==> src/rtl/fetch_queue.sv <==
// fetch_queue: instruction prefetch queue between a variable-latency memory and IF/ID.
// Define FETCH_QUEUE_BYPASS_EN to forward an ack straight to out_* when the queue is empty.
module fetch_queue #(
    parameter int                  DEPTH      = 4,
    parameter int                  DATA_WIDTH = 32,
    parameter int                  PC_WIDTH   = 32,
    parameter logic [PC_WIDTH-1:0] RESET_PC   = '0
) (
    input  logic                  clk,
    input  logic                  rst,
    input  logic                  redirect,
    input  logic [PC_WIDTH-1:0]   redirect_pc,
    input  logic                  deq,
    output logic                  out_valid,
    output logic [PC_WIDTH-1:0]   out_pc,
    output logic [DATA_WIDTH-1:0] out_instruction,
    output logic [PC_WIDTH-1:0]   out_nextPC,
    output logic                  mem_req,
    output logic [PC_WIDTH-1:0]   mem_addr,
    input  logic                  mem_ack,
    input  logic [DATA_WIDTH-1:0] mem_rdata
);
    localparam int AW = $clog2(DEPTH);

    typedef enum logic [1:0] {IDLE, REQ, DROP} state_t;

    state_t                state_q, state_d;
    logic [PC_WIDTH-1:0]   fetch_pc_q, fetch_pc_d;
    logic [PC_WIDTH-1:0]   mem_addr_q, mem_addr_d;
    logic                  mem_req_q;
    logic [AW-1:0]         head_q, tail_q;
    logic [AW:0]           count_q, count_d;
    logic [PC_WIDTH-1:0]   pc_q  [DEPTH];
    logic [DATA_WIDTH-1:0] ins_q [DEPTH];
    logic                  ack_ok, byp, push, pop;

    assign ack_ok = state_q == REQ && mem_ack && !redirect;
`ifdef FETCH_QUEUE_BYPASS_EN
    assign byp = ack_ok && count_q == '0;
`else
    assign byp = 1'b0;
`endif
    // a bypassed entry consumed in its ack cycle never touches the buffer
    assign push = ack_ok && !(byp && deq);
    assign pop  = deq && count_q != '0 && !redirect;

    always_comb begin
        count_d    = redirect ? '0 : count_q + (AW+1)'(push) - (AW+1)'(pop);
        fetch_pc_d = redirect ? redirect_pc : ack_ok ? fetch_pc_q + PC_WIDTH'(4) : fetch_pc_q;
        state_d    = state_q == DROP ? (mem_ack ? REQ : DROP) :
                     (state_q == REQ && redirect && !mem_ack) ? DROP :
                     (count_d < (AW+1)'(DEPTH)) ? REQ : IDLE;
        // DROP keeps the abandoned address on the bus until its ack arrives
        mem_addr_d = state_d == DROP ? mem_addr_q : fetch_pc_d;
    end

    always_ff @(posedge clk) begin
        if (rst) begin
            state_q    <= IDLE;
            fetch_pc_q <= RESET_PC;
            mem_req_q  <= 1'b0;
            mem_addr_q <= RESET_PC;
            head_q     <= '0;
            tail_q     <= '0;
            count_q    <= '0;
            for (int i = 0; i < DEPTH; i++) begin
                pc_q[i]  <= '0;
                ins_q[i] <= '0;
            end
        end else begin
            state_q    <= state_d;
            fetch_pc_q <= fetch_pc_d;
            mem_req_q  <= state_d != IDLE;
            mem_addr_q <= mem_addr_d;
            count_q    <= count_d;
            head_q     <= redirect ? '0 : head_q + AW'(pop);
            tail_q     <= redirect ? '0 : tail_q + AW'(push);
            if (push) begin
                pc_q[tail_q]  <= fetch_pc_q;
                ins_q[tail_q] <= mem_rdata;
            end
        end
    end

    assign mem_req         = mem_req_q;
    assign mem_addr        = mem_addr_q;
    assign out_valid       = count_q != '0 || byp;
    assign out_pc          = byp ? fetch_pc_q : pc_q[head_q];
    assign out_instruction = byp ? mem_rdata : ins_q[head_q];
    assign out_nextPC      = out_pc + PC_WIDTH'(4);
endmodule

==> config.mk <==
export PLATFORM = sky130hd
export DESIGN_NAME = fetch_queue
export DESIGN_NICKNAME = d
export VERILOG_FILES = /design/src/rtl/fetch_queue.sv
export SDC_FILE = /design/constraint.sdc
export NUM_CORES = 1
export LEC_CHECK = 0
export CAP_MARGIN = 20
export CORE_MARGIN = 3
export CORE_UTILIZATION = 45
export DETAILED_ROUTE_END_ITERATION = 16
export PLACE_DENSITY = 0.67
export SYNTH_ARGS = -nofsm -noshare
export SYNTH_HDL_FRONTEND = slang
export SYNTH_SLANG_ARGS = --single-unit
==> constraint.sdc <==
create_clock -name clk -period 10.25 [get_ports clk]
set_clock_uncertainty 0.1 [all_clocks]
set_input_delay 2.05 -clock clk [delete_from_list [all_inputs] [get_ports clk]]
set_output_delay 2.05 -clock clk [all_outputs]
set_load 0.05 [all_outputs]
==> flow_summary.json <==
{
  "status": "finished clean",
  "ys_async_sr_fraction_pct": 0,
  "rsz0062_at_grt": "false",
  "dr.pass1.iters": 7,
  "p_per_area_nw_per_um2": 173.0,
  "synth_cells": 1116,
  "cts_root_buffer": "clkbuf_16",
  "viasPerCell": 5.434,
  "clkTransAtPathRegs_ns": 0.06,
  "ant_nets": 0,
  "synth_top_area_cell": "edfxtp_1",
  "setup_viol": 0,
  "synth-seq-area-share_pct": 61.27,
  "synthTopCellsByCount": "edfxtp_1 (256), and2_1 (252), dfxtp_1 (74)",
  "relSlewSlack_pct": 31.41,
  "die_w_um": 188.4,
  "final_nets": 1361,
  "worstMarginPinSlew_ns": 1.029,
  "end_kind": "primary output",
  "antenna_found_initial": 0,
  "min_period_over_period_pct": 67.27,
  "dp_hpwl_um": 22260,
  "htreeDepth": 2,
  "postCtsHoldBufs": 0,
  "port_buffers": 198,
  "cts_buffer_depth": 3,
  "cts_buffers": 37,
  "initial_utilization_pct": 45.88,
  "grt_pass1_vias": 9899,
  "grt_overflow": 0,
  "dp.cells": 1689,
  "grt_start_max_net_pins": 66,
  "io_pins": 199,
  "drc": 0,
  "path_class": "flip-flop to primary output",
  "cts_setup_buffers": 0,
  "cp-start-kind": "flip-flop",
  "synth_cell_type_count": 55,
  "synth_edf_count": 256,
  "gp_congestion": 0.8510,
  "syn_area_per_cell_um2": 13.41,
  "synth_area_leaders": "edfxtp_1 (51%), and2_1 (11%), dfxtp_1 (9.9%), mux4_2 (9.6%), xnor2_1 (1.6%)",
  "vias": 9548,
  "netlist_area_um2": 14970,
  "whs_ns": 0.3517,
  "row_count": 66,
  "drive_gt1_share_pct": 11.63,
  "clock_latency_ns": 0.51,
  "ys.flop_type": "edfxtp_1",
  "drtIter0Drc": 789,
  "instances_no_fill": 1757,
  "routedWlPerCell_um": 20.90,
  "finalHoldViolations": 0,
  "finalPower_mw": 3.209,
  "die_h_um": 188.4,
  "post_cts_resized": 0,
  "fp.dieArea_um2": 35480,
  "p_leak_nw": 6.545,
  "slew_viol_final": 0,
  "synth_fp_nets": 1190,
  "cts_tree": "built",
  "core_region_area_um2": 32620,
  "min_period_ns": 6.895,
  "setup-tns-final_ns": 0,
  "max_freq_ghz": 0.1450,
  "cp.required_ns": 8.10,
  "routed_wl_um": 36730,
  "yosysMostFrequentCell": "edfxtp_1",
  "yosys_warnings": 0,
  "final_util_pct": 56.85,
  "arrival_ns": 4.74,
  "ys_seq_elements": 330,
  "globalRouteTotalUtil_pct": 20.80,
  "yosysTopAreaCellShare_pct": 51.37,
  "maxCapViolCount": 0,
  "cp_max_fo": 39,
  "grt_pass1_wl_um": 57730,
  "num_antenna_cells": 0,
  "worst_hold_path_type": "flip-flop to flip-flop",
  "ir_drop_v": 0.0001041,
  "syn2layout_area_growth_pct": 23.90,
  "cts_sinks": 330
}
==> flip-flops by register name (all words and copies together), names as in the netlist <==
signal,flops
head_q,2
ins_q,128
mem_addr,32
count_q,3
pc_q,128
tail_q,2
state_q,2
mem_req,1
fetch_pc_q,32
==> final cells by class <==
cell class                      count  area, µm²
Clock buffer                       47       1015
Clock inverter                     20      203.9
Fill cell                        2657      14080
Sequential cell                   330       9176
Multi-Input combinational cell    689       5428
Inverter                           16      60.06
Timing Repair Buffer              213       2107
Tap cell                          442      553.0
==> worst paths after layout <==
path / start / to / slack, ns / cells past startpoint
setup / recovery: head_q[0] / out_nextPC[30] / 3.36 / 7
hold / removal: mem_addr[2] / mem_addr[2] / 0.35 / 2
setup reg to reg: state_q[1] / ins_q[0][19] / 6.50 / 6
hold reg to reg: mem_addr[2] / mem_addr[2] / 0.35 / 2
==> power breakdown <==
group          internal (mW)  total, mW  switching (mW)
registers               1.50       1.54          0.0356
clock network          0.803       1.33           0.525
logic                  0.122      0.345           0.222
==> logic make-up (layout without fill, tap and decap cells) <==
family          Yosys count  count (layout)  synth area share (%)
buf+inv                  97             296                 2.751
fa+ha+maj                 5               5                0.4682
compound gates           85              85                 4.038
mux                      70              70                 10.05
flops                   330             330                 61.27
xor+xnor                 50              50                 2.926
simple gates            479             479                 18.50
==> layout by cell type, fill, tap and decap left out, types with 4 or more instances in the layout <==
| master | count |
|---|---|
| clkbuf_16 | 38 |
| and2_1 | 252 |
| clkinv_2 | 5 |
| nor4_1 | 24 |
| mux4_2 | 64 |
| a211oi_1 | 11 |
| nor3_1 | 30 |
| clkinv_1 | 9 |
| or4_4 | 4 |
| clkbuf_1 | 6 |
| and3_1 | 5 |
| nand4_1 | 14 |
| o41ai_1 | 8 |
| o21ai_0 | 12 |
| edfxtp_1 | 256 |
| dfxtp_1 | 72 |
| a31oi_1 | 6 |
| a21oi_1 | 12 |
| nand2_1 | 38 |
| and4_1 | 4 |
| buf_4 | 13 |
| o22a_1 | 9 |
| xor2_1 | 23 |
| xnor2_1 | 27 |
| ha_1 | 4 |
| nand3_1 | 33 |
| inv_1 | 15 |
| bufinv_16 | 4 |
| mux2i_1 | 4 |
| nor2_1 | 43 |
| nand2b_1 | 6 |
| clkdlybuf4s50_1 | 197 |
| o31a_1 | 7 |
| or3_1 | 6 |
| o31ai_1 | 5 |
==> per-layer routing <==
metal	track usage (%)	vias up	wire length (µm)
met1	29.26	4718	16270
met5	0	-	0
met4	5.758	0	889
li1	-	4456	-
met3	3.702	53	2521
met2	33.67	321	17050
==> critical path, stage by stage, from the launching register on <==
cell and delay [ns]:
dfxtp_4 0.72, buf_4 0.76, mux4_2 0.42, and4_1 0.33, nand4_1 0.44, nor4b_1 0.52
xor2_1 0.18, clkdlybuf4s50_1 0.82
==> stage by stage <==
| stage | instance area (µm²) | worst slack, ns |
|---|---|---|
| 2_1_floorplan | 14970 | 2.503 |
| 3_3_place_gp | 17290 | 3.882 |
| 3_5_place_dp | 17300 | 3.799 |
| 4_1_cts | 18520 | 3.250 |
| 5_1_grt | 18540 | 3.032 |
| 6_report | 18540 | 3.355 |
No activity file was read; power rests on OpenSTA's default activity.
